### src/rtl/mc_ctrl_pkg.sv
// Shared types for the multicycle MIPS control unit: state enum,
// opcodes, mux4 select encodings and the decoded control vector.
package mc_ctrl_pkg;

  typedef enum logic [3:0] {
    S_IDLE,
    S_FETCH,
    S_DECODE,
    S_MEMADR,
    S_MEMRD,
    S_MEMWR,
    S_MEMWB,
    S_EXEC,
    S_ALUWB,
    S_BRANCH,
    S_ADDIEX,
    S_ADDIWB,
    S_JUMP
  } state_t;

  localparam logic [5:0] OP_RTYPE = 6'h00;
  localparam logic [5:0] OP_LW    = 6'h23;
  localparam logic [5:0] OP_SW    = 6'h2B;
  localparam logic [5:0] OP_BEQ   = 6'h04;
  localparam logic [5:0] OP_BNE   = 6'h05;
  localparam logic [5:0] OP_ADDI  = 6'h08;
  localparam logic [5:0] OP_J     = 6'h02;

  localparam logic [1:0] SRCB_B      = 2'd0;
  localparam logic [1:0] SRCB_FOUR   = 2'd1;
  localparam logic [1:0] SRCB_IMM    = 2'd2;
  localparam logic [1:0] SRCB_IMMSH2 = 2'd3;

  localparam logic [1:0] PC_ALU    = 2'd0;
  localparam logic [1:0] PC_ALUOUT = 2'd1;
  localparam logic [1:0] PC_JUMP   = 2'd2;

  localparam logic [1:0] ALU_ADD   = 2'd0;
  localparam logic [1:0] ALU_SUB   = 2'd1;
  localparam logic [1:0] ALU_FUNCT = 2'd2;

  // pcen comes from three sources: unconditional (jump),
  // gated by mem_ready (fetch) or gated by the branch test.
  typedef struct packed {
    logic       mem_req;
    logic       memwrite;
    logic       iord;
    logic       alusrca;
    logic       regdst;
    logic       memtoreg;
    logic [1:0] alusrcb;
    logic [1:0] pcsrc;
    logic [1:0] aluop;
    logic       irwrite_mr;
    logic       pcen_mr;
    logic       pcen_br;
    logic       pcen;
    logic       regwrite;
  } ctrl_t;

  function automatic logic is_mem_wait(state_t s);
    return (s == S_FETCH) || (s == S_MEMRD) ||
           (s == S_MEMWR);
  endfunction

endpackage

### src/rtl/mc_ctrl_decode.sv
// Combinational state -> control vector decode.
// Ports: state (in), ctrl (out, ungated control vector).
module mc_ctrl_decode
  import mc_ctrl_pkg::*;
(
  input  state_t state,
  output ctrl_t  ctrl
);

  always_comb begin
    ctrl = '0;
    unique case (state)
      S_FETCH: begin
        ctrl.mem_req    = 1'b1;
        ctrl.alusrcb    = SRCB_FOUR;
        ctrl.aluop      = ALU_ADD;
        ctrl.pcsrc      = PC_ALU;
        ctrl.irwrite_mr = 1'b1;
        ctrl.pcen_mr    = 1'b1;
      end
      S_DECODE: begin
        ctrl.alusrcb = SRCB_IMMSH2;
        ctrl.aluop   = ALU_ADD;
      end
      S_MEMADR: begin
        ctrl.alusrca = 1'b1;
        ctrl.alusrcb = SRCB_IMM;
        ctrl.aluop   = ALU_ADD;
      end
      S_MEMRD: begin
        ctrl.iord    = 1'b1;
        ctrl.mem_req = 1'b1;
      end
      S_MEMWR: begin
        ctrl.iord     = 1'b1;
        ctrl.mem_req  = 1'b1;
        ctrl.memwrite = 1'b1;
      end
      S_MEMWB: begin
        ctrl.memtoreg = 1'b1;
        ctrl.regwrite = 1'b1;
      end
      S_EXEC: begin
        ctrl.alusrca = 1'b1;
        ctrl.alusrcb = SRCB_B;
        ctrl.aluop   = ALU_FUNCT;
      end
      S_ALUWB: begin
        ctrl.regdst   = 1'b1;
        ctrl.regwrite = 1'b1;
      end
      S_BRANCH: begin
        ctrl.alusrca = 1'b1;
        ctrl.alusrcb = SRCB_B;
        ctrl.aluop   = ALU_SUB;
        ctrl.pcsrc   = PC_ALUOUT;
        ctrl.pcen_br = 1'b1;
      end
      S_ADDIEX: begin
        ctrl.alusrca = 1'b1;
        ctrl.alusrcb = SRCB_IMM;
        ctrl.aluop   = ALU_ADD;
      end
      S_ADDIWB: begin
        ctrl.regwrite = 1'b1;
      end
      S_JUMP: begin
        ctrl.pcsrc = PC_JUMP;
        ctrl.pcen  = 1'b1;
      end
      default: ctrl = '0;
    endcase
  end

endmodule

### src/rtl/mc_ctrl_fsm.sv
// Multicycle MIPS control FSM: state register, next-state,
// memory wait timeout and mem_ready/zero gating of enables.
// Ports: clk, rst, opcode, zero, mem_ready in; mux selects,
// mem_req/memwrite, irwrite/pcen/regwrite, illegal_op,
// mem_timeout out. Define MC_CTRL_BNE_EN to support bne.
module mc_ctrl_fsm
  import mc_ctrl_pkg::*;
#(
  parameter int TIMEOUT = 16
) (
  input  logic       clk,
  input  logic       rst,
  input  logic [5:0] opcode,
  input  logic       zero,
  input  logic       mem_ready,
  output logic       mem_req,
  output logic       memwrite,
  output logic       iord,
  output logic       alusrca,
  output logic       regdst,
  output logic       memtoreg,
  output logic [1:0] alusrcb,
  output logic [1:0] pcsrc,
  output logic [1:0] aluop,
  output logic       irwrite,
  output logic       pcen,
  output logic       regwrite,
  output logic       illegal_op,
  output logic       mem_timeout
);

  state_t state;
  state_t state_n;
  ctrl_t  c;
  logic   expire;
  logic   br_take;

  mc_ctrl_decode u_decode (
    .state (state),
    .ctrl  (c)
  );

`ifdef MC_CTRL_BNE_EN
  logic [5:0] op_q;

  always_ff @(posedge clk or posedge rst) begin
    if (rst)
      op_q <= '0;
    else if (state == S_DECODE)
      op_q <= opcode;
  end

  assign br_take = (op_q == OP_BNE) ? ~zero : zero;
`else
  assign br_take = zero;
`endif

  generate
    if (TIMEOUT > 0) begin : g_to
      localparam int CW =
        (TIMEOUT > 1) ? $clog2(TIMEOUT) : 1;
      logic [CW-1:0] cnt;

      // mem_ready wins over expiry.
      assign expire = is_mem_wait(state) &&
                      !mem_ready &&
                      (cnt == CW'(TIMEOUT - 1));

      always_ff @(posedge clk or posedge rst) begin
        if (rst)
          cnt <= '0;
        else if (state_n != state || expire)
          cnt <= '0;
        else if (is_mem_wait(state) && !mem_ready)
          cnt <= cnt + CW'(1);
      end
    end else begin : g_no_to
      assign expire = 1'b0;
    end
  endgenerate

  always_ff @(posedge clk or posedge rst) begin
    if (rst)
      state <= S_IDLE;
    else
      state <= state_n;
  end

  always_comb begin
    state_n    = state;
    illegal_op = 1'b0;
    unique case (state)
      S_IDLE:  state_n = S_FETCH;
      S_FETCH: begin
        if (mem_ready)
          state_n = S_DECODE;
      end
      S_DECODE: begin
        case (opcode)
          OP_LW, OP_SW: state_n = S_MEMADR;
          OP_RTYPE:     state_n = S_EXEC;
          OP_BEQ:       state_n = S_BRANCH;
`ifdef MC_CTRL_BNE_EN
          OP_BNE:       state_n = S_BRANCH;
`endif
          OP_ADDI:      state_n = S_ADDIEX;
          OP_J:         state_n = S_JUMP;
          default: begin
            state_n    = S_FETCH;
            illegal_op = 1'b1;
          end
        endcase
      end
      S_MEMADR: begin
        state_n = (opcode == OP_SW) ? S_MEMWR
                                    : S_MEMRD;
      end
      S_MEMRD: begin
        if (mem_ready)
          state_n = S_MEMWB;
      end
      S_MEMWR: begin
        if (mem_ready)
          state_n = S_FETCH;
      end
      S_EXEC:   state_n = S_ALUWB;
      S_ADDIEX: state_n = S_ADDIWB;
      S_MEMWB, S_ALUWB, S_BRANCH,
      S_ADDIWB, S_JUMP:
        state_n = S_FETCH;
      default:  state_n = S_IDLE;
    endcase
    if (expire)
      state_n = S_FETCH;
  end

  assign mem_req     = c.mem_req;
  assign memwrite    = c.memwrite;
  assign iord        = c.iord;
  assign alusrca     = c.alusrca;
  assign regdst      = c.regdst;
  assign memtoreg    = c.memtoreg;
  assign alusrcb     = c.alusrcb;
  assign pcsrc       = c.pcsrc;
  assign aluop       = c.aluop;
  assign regwrite    = c.regwrite;
  assign irwrite     = c.irwrite_mr & mem_ready;
  assign pcen        = c.pcen |
                       (c.pcen_mr & mem_ready) |
                       (c.pcen_br & br_take);
  assign mem_timeout = expire;

endmodule

### config.mk
export PLATFORM = sky130hd
export DESIGN_NAME = mc_ctrl_fsm
export DESIGN_NICKNAME = d
export VERILOG_FILES = /design/src/rtl/mc_ctrl_pkg.sv /design/src/rtl/mc_ctrl_decode.sv /design/src/rtl/mc_ctrl_fsm.sv
export SDC_FILE = /design/constraint.sdc
export NUM_CORES = 1
export LEC_CHECK = 0
export CAP_MARGIN = 20
export CELL_PAD_IN_SITES_DETAIL_PLACEMENT = 0
export CELL_PAD_IN_SITES_GLOBAL_PLACEMENT = 1
export CORE_ASPECT_RATIO = 1.2
export CORE_MARGIN = 5
export CORE_UTILIZATION = 30
export CTS_CLUSTER_SIZE = 40
export DETAILED_ROUTE_END_ITERATION = 7
export PLACE_DENSITY_LB_ADDON = 0.3
export SETUP_SLACK_MARGIN = 0.5
export SLEW_MARGIN = 40
export SYNTH_ARGS = -nofsm -noshare
export SYNTH_HDL_FRONTEND = slang
export SYNTH_SLANG_ARGS = --single-unit
### constraint.sdc
create_clock -name clk -period 3.2 [get_ports clk]
set_input_delay 0.8 -clock clk [delete_from_list [all_inputs] [get_ports clk]]
set_output_delay 0.8 -clock clk [all_outputs]
set_load 0.01 [all_outputs]
==> impl_summary.md <==
Floorplanning
In this run the horizontal extent of the chip is 58.1 um. 27 I/O pins were placed. The initial cell density of the core is 30.5%. The die outline area is 3940 um^2. The number of rows in the core area is 21. The core region is 2730 um^2. From bottom edge to top edge, the die measures 67.7 um.

Clock network
The clock passes through at most 2 buffers. The tree is rooted in a sky130_fd_sc_hd__clkbuf_4. CTS built an H-tree with a depth of 1. The TritonCTS clock tree is done. Clock tree synthesis found a total of 8 sinks.

The total clock buffers created by CTS is 3. Clock-pin slew was measured on the worst setup and hold paths at 0.05 ns. The clock latency on the worst-skew pair is 0.25 ns.

GRT
The maximum number of pins on one net before global-route repair is 13. For met1 alone, demand over resource in global routing was 18.4%. The wire length of the first global-routing pass is 4470 um. For this run, global-route usage on met3 was measured as 1.53%.

Global routing used 24.4% of the available met2 tracks. For this run the aggregate overflow at the end of global routing stands at 0. The number of antenna violations at the first check in global routing is 0. The most heavily used metal layer in global routing is met2. The number of global-route vias before repair came to 991.

The global routing usage summed across all routing layers is 14.7%.

Hold path
The worst hold path terminates at g_to.cnt[3]. The path class of the tightest hold or removal check is flop to flop. The worst hold path passes through 2 cells.

The hold path startpoint is g_to.cnt[3].

Setup path
The critical path data arrival time is 1.82 ns. The startpoint of the most critical register-to-register path is state[3]. The category of the worst setup path launch point is a flop. Of all nets on the critical path, the largest fanout is 10. The critical path goes through buf_4 > nor3b_2 > o21ai_0 > nand2b_1 > clkdlybuf4s50_1. The worst register-to-register path has a setup slack of 1.15 ns. Counting cells, the worst reg-to-reg path comes to 6. The slowest stage of the critical path belongs to the cell sky130_fd_sc_hd__clkdlybuf4s50_1. In this design, the stage delay of the slowest critical-path cell is 0.53 ns. The worst setup path is captured at a primary output. By startpoint and endpoint, the worst setup path is classified as flop to primary output. In this run the critical register-to-register path is captured at g_to.cnt[0]. The critical path required time is 2.40 ns.

Synth
The count of warnings emitted by yosys is 0. The post-synthesis cell type count is 37. When the netlist entered floorplanning its net count stood at 125. The synthesized design contains 8 register bits. In this run the mean area of a mapped cell was 7.31 um^2. The synthesized netlist occupies a cell area of 833 um^2.

Sequential cells were found to cover 24.0% of the synthesized design area. The number of enable-type register cells in the synthesized netlist is 0. The cell count after synthesis is 114.

The most common flop cell mapped by yosys is sky130_fd_sc_hd__dfrtp_1. In the synthesized netlist the async set-or-reset flop fraction comes to 100%.

Timing
The minimum clock period after layout is 2.62 ns. In the finished design, the share of the clock period the worst path needs comes to 81.9%. The headroom to the max-slew limit is 65.7%.

The maximum clock skew at final layout is 0.00272 ns. Setup violations remaining at the end of the flow were counted as 0. At the pin with the least slew margin, the transition time is 0.511 ns. The setup total negative slack is 0 ns. Setup repair after global routing left no endpoint under its margin.

The max-slew violation total from the final report was 0. The final-report hold violation count is 0. Timing would allow up to 382 MHz.

Pwr
The analysis attributes to cell leakage a power of 0.574 nW. The power density over the cells is 698 nW/um^2. IR analysis of the VDD net gives a maximum drop of 0.000327 V.

Run status
The flow ran to the end, and the final reports show no timing, DRC or antenna violations.

Final layout
Summing all flip-flop and latch instances after layout gives 205 um^2. The net count of the finished layout is 162. The final antenna diode count is 0. The non-filler instance count after layout is 183. From synthesis to final layout, the design area changed by 53.6%. In the final layout, the share of cells above drive strength 1 is 26.8%.

The fill cell instance count of the final layout is 301. The multi-input combinational cell area is 627 um^2.

Route
For this run, design rule violations remaining after detail routing come to 0. The initial DRC count is 13. The first TritonRoute pass finished after 4 iterations. Wires add up to 2600 um. The number of nets with antenna violations after detailed routing is 0.

Across all layers, the routed design uses 960 vias. Using the TritonRoute via totals, the vias-per-cell ratio works out to 5.25. The post-detailed-route wirelength per cell is 14.2 um.

Placement
After detailed placement, the design holds a cell count of 175. At the end of routability-driven placement, the weighted congestion stood at 0.791. The count of port buffers added during placement is 26. The wire-length estimate of the detail-placed layout is 1980 um.

Run
Across the run, the number of max-cap violations was 0.
==> registers in the layout (all words and copies together) (netlist names) <==
name	cells
g_to.cnt	4
state	4
==> worst max-delay path: cells and delay by family, from the launching register on <==
kind,cells,cell delay (ns)
AO/OA/AOI/OAI,1,0.11
buffers and inverters,2,0.73
flip-flops,1,0.48
AND/OR/NAND/NOR,2,0.25
==> cell usage in the layout, fill, tap and decap left out, drive strengths merged, types with 5 or more instances in the layout <==
cell type / netlist / routed
clkdlybuf4s50: 0 / 15
nor3: 6 / 6
nor2: 13 / 13
dfrtp: 8 / 8
dlygate4sd2: 0 / 5
o21ai: 7 / 7
inv: 5 / 5
and3: 5 / 5
nand2: 12 / 12
buf: 1 / 19
==> what timing repair did <==
item	4_1_cts	5_1_grt
resized for setup	30	9
hold buffers	0	0
endpoints found under the setup margin	9	6
pin swaps	1	5
setup buffers	4	1
==> logic make-up after synthesis <==
| group | count (synthesis) | synth area share [%] |
|---|---|---|
| AO/OA/AOI/OAI | 27 | 21.5 |
| XOR/XNOR | 6 | 6.31 |
| adder cells (fa/ha/maj) | 1 | 1.50 |
| buffers and inverters | 14 | 6.31 |
| flip-flops | 8 | 24.0 |
| multiplexers | 1 | 1.35 |
| AND/OR/NAND/NOR | 57 | 39.0 |
==> layer usage <==
metal  part of all wire, %  routed length, um
met1                    45               1170
met2                    52               1340
met3                   2.4                 63
met4                   1.2                 31
met5                     0                  0
==> worst max path at each step <==
stage                          from  endpoint  slack [ns]  cells past startpoint
final                      state[3]  regwrite        0.58                      5
after global routing       state[3]   mem_req        0.50                      3
after CTS                 mem_ready      pcen        0.39                      5
after detailed placement  mem_ready      pcen       -0.14                      5
after global placement    mem_ready      pcen       -0.12                      5
after floorplan           mem_ready      pcen        0.76                      3
==> synthesized netlist by cell type (all sizes together) (2+ instances only) <==
| cell type | n | area share [%] |
|---|---|---|
| o211ai | 3 | 2.7 |
| o21ai | 7 | 4.2 |
| clkbuf | 8 | 3.6 |
| a21oi | 4 | 2.4 |
| nor2 | 13 | 5.9 |
| xnor2 | 4 | 4.2 |
| nor2b | 2 | 1.5 |
| a31oi | 4 | 3.0 |
| and4b | 4 | 4.8 |
| nand3 | 2 | 1.2 |
| and3 | 5 | 3.8 |
| nand2 | 12 | 5.4 |
| nand2b | 4 | 3.0 |
| dfrtp | 8 | 24 |
| nor4 | 2 | 3.3 |
| a211oi | 2 | 1.8 |
| inv | 5 | 2.3 |
| xor2 | 2 | 2.1 |
| nor3 | 6 | 3.6 |
==> power breakdown <==
part / switching [mW] / leakage, nW / internal [mW]
registers: 0.0413 / 0.101 / 0.131
logic: 0.333 / 0.459 / 0.313
clock network: 0.0329 / 0.0138 / 0.0428
total: 0.407 / 0.574 / 0.486
==> metrics by stage <==
step | hold slack (ns) | area (um^2) | total power [mW] | worst slack (ns) | utilization [%]
after CTS | 0.631 | 1250 | 0.888 | 0.393 | 45.8
after floorplan | 0.559 | 833 | 0.519 | 0.762 | -
after global routing | 0.684 | 1280 | 0.970 | 0.496 | 46.8
after global placement | 0.631 | 1180 | 0.735 | -0.120 | 43.1
final | 0.635 | 1280 | 0.894 | 0.579 | 46.8
after detailed placement | 0.629 | 1180 | 0.747 | -0.143 | 43.1
==> cell type report <==
class                      instances  share of cell area (%)
inverter                           5                    1.47
clock buffer                       3                    1.76
tap                               34                    3.32
timing repair buffer              41                    28.4
multi-input combinational         92                    49.0
sequential                         8                    16.0
(Power assumes the default switching activity.)
